<file path="config.mk">
export PLATFORM = sky130hd
export DESIGN_NAME = pattern_sequencer_flat
export DESIGN_NICKNAME = d
export VERILOG_FILES = /design/src/rtl/pattern_pkg.sv /design/src/rtl/pattern_sequencer_if.sv /design/src/rtl/btn_debounce.sv /design/src/rtl/pattern_sequencer.sv /design/src/flat_wrapper.sv
export SDC_FILE = /design/constraint.sdc
export NUM_CORES = 1
export LEC_CHECK = 0
export ABC_AREA = 1
export CAP_MARGIN = 20
export CORE_ASPECT_RATIO = 0.6
export CORE_MARGIN = 8
export CORE_UTILIZATION = 45
export CTS_CLUSTER_SIZE = 20
export DETAILED_ROUTE_END_ITERATION = 6
export HOLD_SLACK_MARGIN = 0.06
export PLACE_DENSITY = 0.64
export SYNTH_ARGS = -nofsm -noshare
export SYNTH_HDL_FRONTEND = slang
export SYNTH_HIERARCHICAL = 1
export SYNTH_SLANG_ARGS = --single-unit
export TNS_END_PERCENT = 100
</file>
<file path="constraint.sdc">
create_clock -name clk -period 1.9 [get_ports clk]
set_input_delay 0.19 -clock clk [delete_from_list [all_inputs] [get_ports clk]]
set_output_delay 0.19 -clock clk [all_outputs]
set_load 0.02 [all_outputs]
</file>
<file path="src/rtl/pattern_pkg.sv">
// Shared types and constants for the pattern sequencer and its generator bank.
package pattern_pkg;

  localparam int unsigned NUM_PATTERNS_DEF = 4;
  localparam int unsigned STEP_W           = 3;
  localparam logic [2:0]  STEP_MAX         = 3'd7;

  localparam int unsigned PAT_SPIRAL  = 0;
  localparam int unsigned PAT_PLASMA  = 1;
  localparam int unsigned PAT_CHECKER = 2;
  localparam int unsigned PAT_BARS    = 3;

  typedef enum logic [1:0] {
    ST_RUN    = 2'd0,
    ST_BLANK  = 2'd1,
    ST_SWITCH = 2'd2
  } seq_state_e;

  // Counter/index width able to hold 0..n-1, never narrower than one bit.
  function automatic int unsigned idx_width(int unsigned n);
    return (n > 1) ? $clog2(n) : 1;
  endfunction

endpackage

</file>
<file path="src/rtl/pattern_sequencer_if.sv">
// Control inputs and generator-bank outputs of the pattern sequencer.
interface pattern_sequencer_if
  import pattern_pkg::*;
#(
  parameter int unsigned NUM_PATTERNS = NUM_PATTERNS_DEF
) ();

  localparam int unsigned SEL_W = idx_width(NUM_PATTERNS);

  logic                    frame_tick;
  logic                    btn_next;
  logic                    btn_up;
  logic                    btn_down;
  logic                    auto_en;
  logic [NUM_PATTERNS-1:0] pattern_enable;
  logic [SEL_W-1:0]        pattern_sel;
  logic [STEP_W-1:0]       step_size;
  logic                    blank;
  logic                    switch_pulse;

  modport master (
    output frame_tick, btn_next, btn_up, btn_down, auto_en,
    input  pattern_enable, pattern_sel, step_size, blank, switch_pulse
  );

  modport slave (
    input  frame_tick, btn_next, btn_up, btn_down, auto_en,
    output pattern_enable, pattern_sel, step_size, blank, switch_pulse
  );

endinterface

</file>
<file path="src/rtl/btn_debounce.sv">
// Button conditioner: 2-FF synchroniser, stability counter, one-cycle press on release->pressed.
module btn_debounce #(
  parameter int unsigned DEBOUNCE_CYCLES = 250000
) (
  input  logic clk,
  input  logic rst_n,
  input  logic btn,
  output logic press
);

  localparam int unsigned CNT_W = (DEBOUNCE_CYCLES > 1) ? $clog2(DEBOUNCE_CYCLES) : 1;

  logic [1:0]       sync_q;
  logic             stable_q;
  logic [CNT_W-1:0] cnt_q;

  // Stable level only flips after the synchronised input disagrees for DEBOUNCE_CYCLES cycles.
  always_ff @(posedge clk or negedge rst_n) begin
    if (!rst_n) begin
      sync_q   <= 2'b00;
      stable_q <= 1'b0;
      cnt_q    <= '0;
      press    <= 1'b0;
    end else begin
      sync_q <= {sync_q[0], btn};
      press  <= 1'b0;
      if (sync_q[1] == stable_q) begin
        cnt_q <= '0;
      end else if (cnt_q == CNT_W'(DEBOUNCE_CYCLES - 1)) begin
        stable_q <= sync_q[1];
        cnt_q    <= '0;
        press    <= sync_q[1];
      end else begin
        cnt_q <= cnt_q + CNT_W'(1);
      end
    end
  end

endmodule

</file>
<file path="src/rtl/pattern_sequencer.sv">
// Selects the active VGA pattern generator and animation speed, with blanked
// frame-aligned changeovers triggered by the next button or the auto-advance dwell timer.
module pattern_sequencer
  import pattern_pkg::*;
#(
  parameter int unsigned NUM_PATTERNS    = NUM_PATTERNS_DEF,
  parameter int unsigned DWELL_FRAMES    = 600,
  parameter int unsigned BLANK_FRAMES    = 4,
  parameter int unsigned DEBOUNCE_CYCLES = 250000,
  parameter int unsigned STEP_RESET      = 3
) (
  input  logic                 clk,
  input  logic                 rst_n,
  pattern_sequencer_if.slave   bus
);

  localparam int unsigned SEL_W   = idx_width(NUM_PATTERNS);
  localparam int unsigned DWELL_W = idx_width(DWELL_FRAMES);
  localparam int unsigned BCNT_W  = idx_width(BLANK_FRAMES);

  seq_state_e              state_q, state_d;
  logic [SEL_W-1:0]        sel_q, sel_d;
  logic [NUM_PATTERNS-1:0] en_q, en_d;
  logic [STEP_W-1:0]       step_q, step_d;
  logic [DWELL_W-1:0]      dwell_q, dwell_d;
  logic [BCNT_W-1:0]       bcnt_q, bcnt_d;
  logic                    pend_q, pend_d;
  logic                    blank_q, blank_d;
  logic                    pulse_q, pulse_d;
  logic                    next_p, up_p, down_p;
  logic                    expire;

  btn_debounce #(.DEBOUNCE_CYCLES(DEBOUNCE_CYCLES)) u_db_next (
    .clk(clk), .rst_n(rst_n), .btn(bus.btn_next), .press(next_p));
  btn_debounce #(.DEBOUNCE_CYCLES(DEBOUNCE_CYCLES)) u_db_up (
    .clk(clk), .rst_n(rst_n), .btn(bus.btn_up),   .press(up_p));
  btn_debounce #(.DEBOUNCE_CYCLES(DEBOUNCE_CYCLES)) u_db_down (
    .clk(clk), .rst_n(rst_n), .btn(bus.btn_down), .press(down_p));

  always_ff @(posedge clk or negedge rst_n) begin
    if (!rst_n) begin
      state_q <= ST_RUN;
      sel_q   <= SEL_W'(PAT_SPIRAL);
      en_q    <= NUM_PATTERNS'(1) << PAT_SPIRAL;
      step_q  <= STEP_W'(STEP_RESET);
      dwell_q <= '0;
      bcnt_q  <= '0;
      pend_q  <= 1'b0;
      blank_q <= 1'b0;
      pulse_q <= 1'b0;
    end else begin
      state_q <= state_d;
      sel_q   <= sel_d;
      en_q    <= en_d;
      step_q  <= step_d;
      dwell_q <= dwell_d;
      bcnt_q  <= bcnt_d;
      pend_q  <= pend_d;
      blank_q <= blank_d;
      pulse_q <= pulse_d;
    end
  end

  assign expire = bus.auto_en && bus.frame_tick && (dwell_q == DWELL_W'(DWELL_FRAMES - 1));

  // Next-state and register updates; blank/pulse are registered views of the current state.
  always_comb begin
    state_d = state_q;
    sel_d   = sel_q;
    en_d    = en_q;
    step_d  = step_q;
    dwell_d = dwell_q;
    bcnt_d  = bcnt_q;
    pend_d  = pend_q;
    blank_d = (state_q != ST_RUN);
    pulse_d = (state_q == ST_SWITCH);

    if (up_p && !down_p && (step_q != STEP_MAX)) begin
      step_d = step_q + STEP_W'(1);
    end else if (down_p && !up_p && (step_q != STEP_W'(0))) begin
      step_d = step_q - STEP_W'(1);
    end

    if (!bus.auto_en) begin
      dwell_d = '0;
    end else if ((state_q == ST_RUN) && bus.frame_tick && !expire) begin
      dwell_d = dwell_q + DWELL_W'(1);
    end

    unique case (state_q)
      ST_RUN: begin
        if (bus.frame_tick && (pend_q || expire)) begin
          state_d = ST_BLANK;
          bcnt_d  = BCNT_W'(BLANK_FRAMES - 1);
          pend_d  = 1'b0;
        end else if (next_p) begin
          pend_d = 1'b1;
        end
      end
      ST_BLANK: begin
        if (bus.frame_tick) begin
          if (bcnt_q == '0) state_d = ST_SWITCH;
          else              bcnt_d  = bcnt_q - BCNT_W'(1);
        end
      end
      ST_SWITCH: begin
        state_d = ST_RUN;
        dwell_d = '0;
        sel_d   = (sel_q == SEL_W'(NUM_PATTERNS - 1)) ? '0 : sel_q + SEL_W'(1);
        en_d    = NUM_PATTERNS'(1) << sel_d;
      end
      default: state_d = ST_RUN;
    endcase
  end

  assign bus.pattern_sel    = sel_q;
  assign bus.pattern_enable = en_q;
  assign bus.step_size      = step_q;
  assign bus.blank          = blank_q;
  assign bus.switch_pulse   = pulse_q;

endmodule

</file>
<file path="src/flat_wrapper.sv">
// flat-port wrapper written by rule: the top's interface ports become plain ports
module pattern_sequencer_flat import pattern_pkg::*;
#(
  parameter int unsigned NUM_PATTERNS    = NUM_PATTERNS_DEF,
  parameter int unsigned DWELL_FRAMES    = 600,
  parameter int unsigned BLANK_FRAMES    = 4,
  parameter int unsigned DEBOUNCE_CYCLES = 250000,
  parameter int unsigned STEP_RESET      = 3
)
  (clk, rst_n, bus_frame_tick, bus_btn_next, bus_btn_up, bus_btn_down, bus_auto_en, bus_pattern_enable, bus_pattern_sel, bus_step_size, bus_blank, bus_switch_pulse);
  pattern_sequencer_if #(.NUM_PATTERNS(NUM_PATTERNS)) bus_i ();
  input  logic clk;
  input  logic rst_n;
  input wire logic [$bits(bus_i.frame_tick)-1:0] bus_frame_tick;
  input wire logic [$bits(bus_i.btn_next)-1:0] bus_btn_next;
  input wire logic [$bits(bus_i.btn_up)-1:0] bus_btn_up;
  input wire logic [$bits(bus_i.btn_down)-1:0] bus_btn_down;
  input wire logic [$bits(bus_i.auto_en)-1:0] bus_auto_en;
  output wire logic [$bits(bus_i.pattern_enable)-1:0] bus_pattern_enable;
  output wire logic [$bits(bus_i.pattern_sel)-1:0] bus_pattern_sel;
  output wire logic [$bits(bus_i.step_size)-1:0] bus_step_size;
  output wire logic [$bits(bus_i.blank)-1:0] bus_blank;
  output wire logic [$bits(bus_i.switch_pulse)-1:0] bus_switch_pulse;
  assign bus_i.frame_tick = bus_frame_tick;
  assign bus_i.btn_next = bus_btn_next;
  assign bus_i.btn_up = bus_btn_up;
  assign bus_i.btn_down = bus_btn_down;
  assign bus_i.auto_en = bus_auto_en;
  assign bus_pattern_enable = bus_i.pattern_enable;
  assign bus_pattern_sel = bus_i.pattern_sel;
  assign bus_step_size = bus_i.step_size;
  assign bus_blank = bus_i.blank;
  assign bus_switch_pulse = bus_i.switch_pulse;
  pattern_sequencer #(.NUM_PATTERNS(NUM_PATTERNS), .DWELL_FRAMES(DWELL_FRAMES), .BLANK_FRAMES(BLANK_FRAMES), .DEBOUNCE_CYCLES(DEBOUNCE_CYCLES), .STEP_RESET(STEP_RESET)) u_core (.clk(clk), .rst_n(rst_n), .bus(bus_i));
endmodule
</file>
Word-level counts from Yosys, hierarchy flattened
Index checks and enable logic that the tools add are counted.
{"block": "word_totals", "reg_bits": 92, "in_bits": 7, "output_inout_bits": 11, "word_cells": 103}
{"block": "op_classes", "addsub": 8, "n_eq_ne": 16, "shift": 1, "mux": 28, "bitwise_logic": 3, "reduce_logical": 26}
{"operator": "2-to-1 mux 18 bit", "n": 6}
{"operator": "adder 18 x 1 -> 18 bit, second input constant", "n": 3}
{"operator": "equality test 18 bit, second input constant", "n": 3}
{"operator": "2-to-1 mux 10 bit", "n": 3}
{"operator": "2-to-1 mux 2 bit", "n": 7}
{"operator": "adder 10 x 1 -> 10 bit, second input constant", "n": 1}
{"operator": "equality test 10 bit, second input constant", "n": 1}
{"operator": "logical AND 1 bit", "n": 9}
{"operator": "2-to-1 mux 1 bit", "n": 8}
{"operator": "one-hot mux 2 bit (2 select lines)", "n": 2}
{"operator": "AND reduction 2 bit", "n": 4}
{"operator": "nonzero test 2 bit", "n": 4}
{"operator": "2-to-1 mux 3 bit", "n": 2}
{"operator": "inequality test 2 bit, second input constant", "n": 3}
{"operator": "equality test 2 bit, second input constant", "n": 2}
{"operator": "logical NOT 2 bit", "n": 2}
{"operator": "AND reduction 4 bit", "n": 1}
{"operator": "left shift 1 x 2 -> 4 bit, first input constant", "n": 1}
{"operator": "adder 3 x 1 -> 3 bit, second input constant", "n": 1}
{"operator": "equality test 1 bit", "n": 3}
{"operator": "logical NOT 1 bit", "n": 3}
{"operator": "inequality test 3 x 1 -> 1 bit, second input constant", "n": 1}
{"operator": "inequality test 3 bit, second input constant", "n": 1}
{"operator": "NOT 1 bit", "n": 3}
{"operator": "other kinds (8)", "n": 8}

Logic depth before layout (Yosys ltp)
{"block": "logic_depth", "depth_word": 7, "depth_mapped": 9, "depth_no_buf": 9}

Modules after synthesis
The synthesis kept the hierarchy.
{"mod": "btn_debounce (u_core.u_db_down ...)", "instances": 2, "cells_per_inst": 138, "area_per_inst_um2": 1132.3, "seq_area_each_um2": 550.5}
{"mod": "pattern_sequencer", "instances": 1, "cells_per_inst": 180, "area_per_inst_um2": 1470.2, "seq_area_each_um2": 654.4}
{"mod": "btn_debounce (u_core.u_db_next)", "instances": 1, "cells_per_inst": 136, "area_per_inst_um2": 1149.9, "seq_area_each_um2": 550.5}

Worst setup path before layout
No wires, ideal clock.
{"block": "synth_path", "path_kind": "register to register", "startpoint": "register u_core.step_q[0] (netlist: u_core/bus.step_size[0])", "endpoint": "register u_core.step_q[1] (netlist: u_core/bus.step_size[1])", "setup_time_ns": 0.082, "arrival_time_ns": 1.490, "t_required_ns": 1.818, "path_slack_ns": 0.327, "path_stages_with_launch": 5, "n_path_buf": 0, "period_less_slack_ns": 1.573, "cell_sequence": "dfstp_2 nand3_1 nand3_1 fa_1 mux2_2"}
{"block": "synth_via", "elab_chain_cells": 3, "word_cells_on_any_way": 9, "classes_between": "add/sub (2); eq/ne (1); mux (2); reduce/logical (4)"}
{"element": "from (decl)", "line": "pattern_sequencer.sv:24", "source": "logic [STEP_W-1:0] step_q, step_d;"}
{"element": "from (signal assigned)", "line": "pattern_sequencer.sv:45", "source": "step_q <= STEP_W'(STEP_RESET);"}
{"element": "from (signal assigned)", "line": "pattern_sequencer.sv:55", "source": "step_q <= step_d;"}
{"element": "subtractor 3 x 1 -> 3 bit / inequality test 3 bit (equally long branches)", "line": "pattern_sequencer.sv:81, pattern_sequencer.sv:78"}
{"element": "2-to-1 mux 3 bit / logical AND 1 bit (equally long branches)", "line": "pattern_sequencer.sv:80, pattern_sequencer.sv:78"}
{"element": "2-to-1 mux 3 bit *", "line": "pattern_sequencer.sv:78", "source": "if (up_p && !down_p && (step_q != STEP_MAX)) begin"}
{"element": "named net u_core.step_d[1]", "line": "pattern_sequencer.sv:24"}
The timed path passes the listed nets; every way through them passes the cells marked *. The select of a mux whose other input is x is not followed.
A chain may end at the register's enable or synchronous reset.

Worst setup path in the final report
{"block": "layout_path", "startpoint": "register u_core.step_q[0] (netlist: u_core/bus.step_size[0])", "endpoint": "output bus_step_size[0]"}
{"element": "to (decl)", "line": "flat_wrapper.sv:21", "source": "output wire logic [$bits(bus_i.step_size)-1:0] bus_step_size;"}
No word-level cell between the ends.

==> impl_results.md <==
* Status: finished clean
* ANT cells at 0
* Pre-CTS setup slack at 0.2225 ns
* Share of cells above drive strength 1 at 14.65%
* H-Tree Depth at 3
* Slew HR at 64.46%
* # rows at 29
* Post-cts sizing count at 0
* CP arrival at 1.56 ns
* Max incr delay on CP at 0.63 ns
* Cell count after synthesis at 592
* Setup Skew at 0.004910 ns
* Die area at 14550 um2
* Largest net degree at the start of global routing at 42
* Total wire length at about 9.4 mm
* Cell depth of the worst setup path at 1
* DP HPWL at 6.994 mm
* Final Hold Viols at 0
* Syn Nets at between 600 and 700
* Period utilisation layout at 91.85%
* Lkg Pwr at about 2.5 nW
* Pins Over Slew Limit at 0
* Die Span Y at 96.70 um
* Syn avg cell area at 8.251 um2
* I/O Buffers at 17
* CP Class: register to output port
* Die Wd at roughly 150 um
* Core footprint at roughly 11000 um2
* DR pass1 iterations at 6
* Wire length per cell at approximately 12 um
* Vias per cell at 4.803
* Post-route ant nets at 0
* Latest clock arrival within the worst-skew pair at 0.34 ns
* Total number of vias at around 3700
* Count of state elements after synthesis at 92
* Total track usage at approximately 14%
* Syn-to-layout area delta at 14.47%
* Clock transition at path regs at 0.06 ns
* RSZ-0062 raised after global routing: no
* Cell Area, Synth at 4885 um2
* R2R setup slack at between 0.2 and 0.3 ns
* Measured slew at the worst slew-check pin at about 0.53 ns
* RR Endpoint: u_core/dwell_q[2]$_DFFE_PN0P_
* # Post-CTS Setup Buffers at 0
* Crit Path Max Fanout at 5
* Crit end category: output port
* Endpoints failing setup at 0
* Gpl congestion at 0.8705
* Number of synthesized flops with an enable pin at 0
* Fillers at 963
* Synth cell types at 30
* Dominant synthesized flop cell: dfrtp_1
* Family with the most delay on the worst path: buffers and inverters
* Grt total ovfl at 0
* Placed Cells at 750
* Max cap viols at 0
* Asr flop ratio synth at between 90% and 100%
* CTS Sinks at 92
* RR Startpoint: u_core/dwell_q[0]$_DFFE_PN0P_
* Startpoint Class: register
* Initial Utilization at a little under half
* CTS tree: done
* Post-route insts no fill at between 700 and 800
* Cell Chain, Critical Path: clkdlybuf4s50_1
* Fmax at 573.0 MHz
* Root Driver: clkbuf_16
* I/O pins at 18
* CP bufs+invs at 1
* R2r worst-path depth at 8
* Required time of the worst setup path at 1.71 ns
* Fin crit period at 1.745 ns
* Maximum vdd drop at 0.0005522 V
* Clock Path Buffers at 2
* Fin Setup TNS at 0 ns
* Setup slack after layout at 0.1548 ns
* Hold Path Class: input port to asynchronous set/reset pin
* TritonCTS Buffers at 9
* Initial drt markers at 153
* Critical-path top delay cell: clkdlybuf4s50_1
* Post-route DRC at 0
* Register area share after synthesis at 47.21%
* Yosys Warn Count at 6
* Nets@finish at 641
* Vias in the first global route at 3648
* PD cells at about 870 nW/um2
* First-pass GRT wire length at between 15 and 20 mm
* # hold bufs at CTS at 1
* Initial antenna violation count at 0
## cell families (layout without fill, tap and decap cells)
logic type               Yosys count  after routing  share of synthesized area [%]
multiplexers                       1              1                         0.2305
flip-flops                        92             92                          47.21
XOR/XNOR                          31             31                          5.558
AO/OA/AOI/OAI                     34             34                          3.637
AND/OR/NAND/NOR                  350            350                          34.53
adder cells (fa/ha/maj)           11             11                          2.971
buffers and inverters             73            109                          5.866
## cell usage after synthesis, types with 5 or more instances
master	number	area share, %
dfrtp_1	89	46
o21ai_1	5	0.51
nor3_1	12	1.2
nor2_4	14	3.2
nand2_2	19	2.4
a21oi_1	18	1.8
xnor2_1	12	2.2
nor2_2	13	1.7
xor2_1	19	3.4
nand4_1	12	1.5
inv_2	9	0.69
ha_1	10	2.6
nand2_1	126	9.7
nand3_1	38	3.9
nor2_1	100	7.7
inv_1	58	4.5
o21ai_0	6	0.61
## layout by cell type, fill, tap and decap left out, types with 2 or more instances in the layout
master	Yosys	routed
nand2_4	4	4
xor2_1	19	19
nor3b_1	3	3
buf_4	0	6
clkdlybuf4s50_1	0	16
xnor2_1	12	12
ha_1	10	10
nand3b_1	4	4
clkbuf_16	0	9
o21ai_0	6	6
clkinv_2	0	3
nor3_1	12	12
dfrtp_1	89	89
nand4_1	12	12
nor2_4	14	14
nand2_2	19	19
a21oi_1	18	18
nand2_1	126	126
dfstp_2	3	3
a31oi_1	4	4
inv_2	9	9
nand3_1	38	38
bufinv_16	0	2
o21ai_1	5	5
inv_1	58	58
nor2_1	100	100
nand3_2	4	4
nor2_2	13	13
## final cells by class
cell class                      count  area [um2]  share of cell area [%]
Tap cell                          139       173.9                   3.110
Inverter                           69       266.5                   4.766
Multi-Input combinational cell    427        2292                   40.99
Clock buffer                       11       242.7                   4.341
Sequential cell                    92        2306                   41.24
Timing Repair Buffer               24       235.2                   4.207
Clock inverter                      5       75.07                   1.343
## where the power goes
group	total, W	internal [W]	switching, W
registers	0.00222	0.00210	0.000121
clock network	0.00191	0.00118	0.000731
logic	0.000722	0.000279	0.000442
## metrics by stage
step | util (%) | cell area (um2) | hold slack (ns) | power, W
floorplan | - | 4885 | -0.1056 | 0.002682
global placement | 49.85 | 5264 | 0.09110 | 0.002951
detailed placement | 49.85 | 5264 | 0.09684 | 0.002988
CTS | 52.96 | 5592 | 0.2667 | 0.004932
global route | 52.96 | 5592 | 0.2808 | 0.005114
finish | 52.96 | 5592 | 0.2738 | 0.004856
## registers in the layout, summed over array words and instances, names as in the netlist, 3 cells and up
signal	cells
u_core/bus.pattern_enable	4
u_core/dwell_q	10
u_core/u_db_down/cnt_q	18
u_core/u_db_next/cnt_q	18
u_core/u_db_up/cnt_q	18
u_core/bus.step_size	3
## per-layer routing
metal	share of wire [%]	vias up	track usage, %
li1	-	1919	-
met1	54	1722	20.00
met2	42	33	21.04
met3	2.8	10	3.860
met4	1.0	0	3.364
met5	0	-	0
## worst max-delay path by stage
stage                                                endpoint  slack, ns                                 from
after floorplan           u_core/bus.step_size[1]$_DFFE_PN1P_       0.33  u_core/bus.step_size[0]$_DFFE_PN1P_
after global placement          u_core/dwell_q[2]$_DFFE_PN0P_       0.30                       bus_frame_tick
after detailed placement        u_core/dwell_q[2]$_DFFE_PN0P_       0.22                       bus_frame_tick
after CTS                                    bus_step_size[0]       0.12  u_core/bus.step_size[0]$_DFFE_PN1P_
after global routing                         bus_step_size[0]        0.1  u_core/bus.step_size[0]$_DFFE_PN1P_
final                                        bus_step_size[0]       0.15  u_core/bus.step_size[0]$_DFFE_PN1P_
Power figures use the tool's default switching activity.
